**config.mk**
```make
export PLATFORM = sky130hd
export DESIGN_NAME = rgb2yuv_frame_sched
export DESIGN_NICKNAME = d
export VERILOG_FILES = /design/src/rtl/rgb2yuv_pkg.sv /design/src/rtl/rgb2yuv_frame_sched.sv
export SDC_FILE = /design/constraint.sdc
export NUM_CORES = 1
export LEC_CHECK = 0
export ABC_AREA = 0
export CORE_ASPECT_RATIO = 1.25
export CORE_MARGIN = 1
export CORE_UTILIZATION = 44
export DETAILED_ROUTE_END_ITERATION = 10
export HOLD_SLACK_MARGIN = 0.12
export PLACE_DENSITY = 0.84
export SLEW_MARGIN = 20
export SYNTH_ARGS = -nofsm -noshare
export SYNTH_HDL_FRONTEND = slang
export SYNTH_SLANG_ARGS = --single-unit
```
**constraint.sdc**
```tcl
create_clock -name clk -period 4.2 [get_ports clk]
set_clock_uncertainty 0.2 [all_clocks]
set_input_delay 0.63 -clock clk [delete_from_list [all_inputs] [get_ports clk]]
set_output_delay 0.63 -clock clk [all_outputs]
set_load 0.01 [all_outputs]
```
**src/rtl/rgb2yuv_pkg.sv**
```systemverilog
// Shared types and constants for the RGB-to-YUV frame scheduler
// and the core sequencer that it drives.
package rgb2yuv_pkg;

    localparam int BITS_DEF = 9;
    localparam int CORE_LAT = 11;

    typedef enum logic [2:0] {
        IDLE,
        FETCH,
        LAUNCH,
        WAIT,
        EMIT
    } state_t;

endpackage

```
**src/rtl/rgb2yuv_frame_sched.sv**
```systemverilog
// Frame scheduler: streams pixels through the multi-cycle RGB-to-YUV
// core, one launch per pixel, with a watchdog on each conversion.
module rgb2yuv_frame_sched
    import rgb2yuv_pkg::*;
#(
    parameter int BITS      = BITS_DEF,
    parameter int FRAME_PIX = 64,
    parameter int TIMEOUT   = 16
) (
    input  logic            clk,
    input  logic            rst,
    input  logic            frame_start,
    input  logic            in_valid,
    output logic            in_ready,
    input  logic [BITS-1:0] in_r,
    input  logic [BITS-1:0] in_g,
    input  logic [BITS-1:0] in_b,
    output logic            core_start,
    output logic [BITS-1:0] core_r,
    output logic [BITS-1:0] core_g,
    output logic [BITS-1:0] core_b,
    input  logic            core_done,
    input  logic [BITS-1:0] core_y,
    input  logic [BITS-1:0] core_u,
    input  logic [BITS-1:0] core_v,
    output logic            out_valid,
    input  logic            out_ready,
    output logic [BITS-1:0] out_y,
    output logic [BITS-1:0] out_u,
    output logic [BITS-1:0] out_v,
    output logic            out_last,
    output logic            busy,
    output logic            frame_done,
    output logic            err
);

    localparam int PW = $clog2(FRAME_PIX);
    localparam int WW = $clog2(TIMEOUT);

    state_t          r_state;
    state_t          w_next;
    logic [PW-1:0]   r_pix_cnt;
    logic [WW-1:0]   r_wd;
    logic            r_err;
    logic            r_frame_done;
    logic [BITS-1:0] r_core_r, r_core_g, r_core_b;
    logic [BITS-1:0] r_out_y, r_out_u, r_out_v;

    logic w_last;
    logic w_wd_exp;
    logic w_start;
    logic w_cap_in;
    logic w_cap_out;
    logic w_abort;
    logic w_fin;
    logic w_adv;

    assign w_last   = (r_pix_cnt == PW'(FRAME_PIX - 1));
    assign w_wd_exp = (r_wd == WW'(TIMEOUT - 1));

    always_ff @(posedge clk) begin
        if (rst) r_state <= IDLE;
        else     r_state <= w_next;
    end

    always_comb begin
        w_next = r_state;
        case (r_state)
            IDLE:    if (frame_start) w_next = FETCH;
            FETCH:   if (in_valid) w_next = LAUNCH;
            LAUNCH:  w_next = WAIT;
            WAIT: begin
                // A completion on the expiry cycle still counts.
                if (core_done)     w_next = EMIT;
                else if (w_wd_exp) w_next = IDLE;
            end
            EMIT:    if (out_ready) w_next = w_last ? IDLE : FETCH;
            default: w_next = IDLE;
        endcase
    end

    always_comb begin
        in_ready   = (r_state == FETCH);
        core_start = (r_state == LAUNCH);
        out_valid  = (r_state == EMIT);
        busy       = (r_state != IDLE);
        out_last   = (r_state == EMIT) && w_last;
        w_start    = (r_state == IDLE) && frame_start;
        w_cap_in   = (r_state == FETCH) && in_valid;
        w_cap_out  = (r_state == WAIT) && core_done;
        w_abort    = (r_state == WAIT) && !core_done && w_wd_exp;
        w_fin      = (r_state == EMIT) && out_ready && w_last;
        w_adv      = (r_state == EMIT) && out_ready && !w_last;
    end

    always_ff @(posedge clk) begin
        if (rst) begin
            r_pix_cnt    <= '0;
            r_wd         <= '0;
            r_err        <= 1'b0;
            r_frame_done <= 1'b0;
            r_core_r     <= '0;
            r_core_g     <= '0;
            r_core_b     <= '0;
            r_out_y      <= '0;
            r_out_u      <= '0;
            r_out_v      <= '0;
        end else begin
            r_frame_done <= w_abort | w_fin;
            if (w_start) begin
                r_pix_cnt <= '0;
                r_err     <= 1'b0;
            end else begin
                if (w_adv)   r_pix_cnt <= r_pix_cnt + PW'(1);
                if (w_abort) r_err     <= 1'b1;
            end
            if (r_state == LAUNCH)    r_wd <= '0;
            else if (r_state == WAIT) r_wd <= r_wd + WW'(1);
            if (w_cap_in) begin
                r_core_r <= in_r;
                r_core_g <= in_g;
                r_core_b <= in_b;
            end
            if (w_cap_out) begin
                r_out_y <= core_y;
                r_out_u <= core_u;
                r_out_v <= core_v;
            end
        end
    end

    assign core_r     = r_core_r;
    assign core_g     = r_core_g;
    assign core_b     = r_core_b;
    assign out_y      = r_out_y;
    assign out_u      = r_out_u;
    assign out_v      = r_out_v;
    assign err        = r_err;
    assign frame_done = r_frame_done;

endmodule

```
==> reports/qor.yml <==
run_status:
  outcome: "finished clean"
timing:
  relSlewSlack: 0.2999
  hold_viol_final: 0
  fmax_mhz: 336.4
  setup-violations-final: 0
  timing.final.max_slew_violations: 0
  tightest_slew_ns: 1.047
  final.setup.tns_ns: 0
  finalCriticalPeriod_ns: 2.973
  unrepaired_setup_endpoints_after_global_routing: "false"
  finalCritPeriodShare: 0.7078
placed_design:
  gp_routability_congestion: 0.7558
  buffer_ports.inserted: 120
  place.detailed.hpwl_um: 4716
  dpl_cell_area_um2: 3850
  placed_cells: 496
die:
  die_h_um: 89.14
  top_level_ports: 121
  dieArea_um2: 6392
  initial_utilization: 0.4594
  num_rows: 31
  placeableCoreArea_um2: 5818
  die_w_um: 71.71
clock_network:
  clkTransAtPathRegs_ns: 0.08
  post_cts.repair.setup_buffers: 0
  post_cts_hold_buffer_count: 0
  clock_path_buffers: 2
  h-tree-depth: 3
  clk_latency_ns: 0.34
  root_buffer: "sky130_fd_sc_hd__clkbuf_8"
  clock_sinks: 69
  clock_tree_from_tritoncts: "yes"
  cts-buffers-inserted: 9
  cts-resized-gates: 0
synthesis:
  synth_largest_area_cell: "sky130_fd_sc_hd__dfxtp_1"
  yosysWarnings: 0
  netlist-cell-type-count: 39
  yosys_most_used_dff: "sky130_fd_sc_hd__dfxtp_1"
  yosysTopAreaCellShare: 0.5169
  yosys-top-cells-area: "sky130_fd_sc_hd__dfxtp_1, sky130_fd_sc_hd__nand2_1, sky130_fd_sc_hd__a21oi_1"
  seq_area_frac_synth: 0.5169
  synth_area_um2: 2673
  number_of_enable_flip_flop_cells_after_synthesis: 0
  ys_async_sr_fraction: 0
  postSynthAreaPerCell_um2: 8.148
  syn-instance-count: 328
  postSynthNetCount: 390
  synth.ff_latch_count: 69
critical_path:
  crit_fanout: 10
  r2r-start: "r_state[1]"
  worst_path_bufs_invs: 1
  arrival_ns: 2.14
  cp_data_required_time_ns: 3.37
  crit_path_largest_cell_delay_ns: 0.58
  worst_setup_path_end_kind: "output port"
  regToRegEndpoint: "out_y[0]"
  worst-r2r-cell-count: 4
  crit_path_start_kind: "register"
  crit_chain: "or3b_4, nor3_1, clkdlybuf4s50_1"
  critical_path_class: "reg2out"
  family_with_the_most_delay_on_the_worst_path: "simple AND/OR/NAND/NOR gates"
  reg2reg_setup_slack_ns: 1.90
  cp_slowest_cell: "sky130_fd_sc_hd__dfxtp_1"
layout:
  fin_cells: 512
  layout.filler_cells: 464
  mostFrequentLayoutCells: "sky130_fd_sc_hd__clkdlybuf4s50_1, sky130_fd_sc_hd__nand2_1, sky130_fd_sc_hd__dfxtp_1, sky130_fd_sc_hd__a21oi_1, sky130_fd_sc_hd__nor2_1"
  mostFrequentLayoutCell: "sky130_fd_sc_hd__clkdlybuf4s50_1"
  diodes: 0
  finalInstanceArea_um2: 4145
  areaGrowthSynthToFinish_pct: 55.10
  num-nets-final: 503
  layout_cell_share_with_drive_strength_beyond_1: 0.06502
power_and_ir_drop:
  worst_ir_drop_vdd_mv: 0.3500
  p_leak_nw: 1.455
  power.density_nw_per_um2: 474.0
grt:
  antenna_found_initial: 0
  global_route.usage.total: 0.2119
  first_pass_grt_wire_length_um: 10360
  number_of_global_route_vias_before_repair: 2179
  grt_start_max_net_pins: 46
  grt_remaining_overflow: 0
route:
  drt_pre_antenna_iters: 4
  route.detailed.drc: 0
  dr.first_iter.drc_count: 122
  via_per_inst: 5.002
  detail-route-antenna-nets: 0
  wl_per_cell_um: 13.52
  totalWireLength_um: 6920
  detailroute.via_count: 2561
hold_path:
  hp-start: "core_r[4]"
  hold-path-endpoint: "core_r[4]"
  worstHoldPathType: "reg2reg"
  min_delay_path_depth: 2
run:
  max_cap_violations: 0
## sequential cells by signal, summed over array words and instances, names as in the netlist
signal,cells
r_wd,4
core_g,9
core_b,9
out_v,9
core_r,9
frame_done,1
out_u,9
r_state,3
r_pix_cnt,6
out_y,9
err,1
## cells in the mapped netlist (2+ instances only)
master,number
sky130_fd_sc_hd__nor2_1,19
sky130_fd_sc_hd__nand2_1,113
sky130_fd_sc_hd__nand3_1,5
sky130_fd_sc_hd__buf_4,3
sky130_fd_sc_hd__buf_2,3
sky130_fd_sc_hd__mux2i_1,2
sky130_fd_sc_hd__and3_1,2
sky130_fd_sc_hd__inv_1,4
sky130_fd_sc_hd__nor3_1,4
sky130_fd_sc_hd__dfxtp_1,69
sky130_fd_sc_hd__a21oi_1,60
sky130_fd_sc_hd__o21ai_0,2
sky130_fd_sc_hd__buf_6,3
sky130_fd_sc_hd__xor2_1,4
sky130_fd_sc_hd__ha_1,2
sky130_fd_sc_hd__clkbuf_1,9
sky130_fd_sc_hd__o211ai_1,2
## power breakdown
group,internal (mW),switching (mW),total [mW],leakage (nW)
Sequential,0.709,0.0521,0.761,0.558
Clock,0.531,0.252,0.783,0.143
Combinational,0.218,0.203,0.421,0.755
## metrics by stage
| step | power, mW | utilization | worst slack [ns] | hold WS, ns |
|---|---|---|---|---|
| final | 1.965 | 0.7125 | 1.227 | 0.2551 |
| after global routing | 2.051 | 0.7125 | 1.150 | 0.2753 |
| after CTS | 1.976 | 0.7125 | 1.225 | 0.2557 |
| after detailed placement | 1.195 | 0.6617 | 1.533 | 0.2457 |
| after global placement | 1.186 | 0.6617 | 1.613 | 0.2409 |
| after floorplan | 0.9929 | - | 2.201 | 0.2471 |
## per-layer routing
layer / wire (µm) / vias to the layer above / track usage
met5: 0 / - / 0
met4: 142 / 0 / 0.1141
met3: 340 / 11 / 0.04171
met2: 3616 / 70 / 0.3636
met1: 2821 / 1173 / 0.2509
li1: - / 1307 / -
## logic make-up (layout without fill, tap and decap cells)
family,after synthesis,in the layout,share of synthesized area
compound gates,71,71,0.1451
mux,3,3,0.01311
buf+inv,23,141,0.04634
fa+ha+maj,2,2,0.009362
flops,69,69,0.5169
simple gates,156,156,0.2561
xor+xnor,4,4,0.01311
## cell type report
| cell class | instances | area [µm²] | area share |
|---|---|---|---|
| flip-flops and latches | 69 | 1381 | 0.3332 |
| repair buffers | 121 | 1204 | 0.2904 |
| multi-input cells | 236 | 1167 | 0.2816 |
| clock inverters | 6 | 157.7 | 0.03803 |
| clock buffers | 10 | 137.6 | 0.03320 |
| well taps | 66 | 82.58 | 0.01992 |
| inverters | 4 | 15.01 | 0.003622 |
## how the worst max path moves through the flow
stage	from	endpoint	slack (ns)	cells past startpoint
6_report	r_state[2]	out_last	1.23	3
2_1_floorplan	r_state[2]	out_last	2.20	3
4_1_cts	r_state[2]	out_last	1.22	3
5_1_grt	r_state[2]	out_last	1.15	3
3_3_place_gp	core_done	out_y[8]	1.61	4
3_5_place_dp	core_done	out_y[0]	1.53	4
## worst register-to-register path, delay by kind of cell (launching register included)
| family | cells | cell delay (ns) |
|---|---|---|
| DFF | 1 | 0.59 |
| and+or+nand+nor | 3 | 1.28 |
| AOI/OAI and AO/OA | 1 | 0.16 |
(Power assumes the default switching activity.)
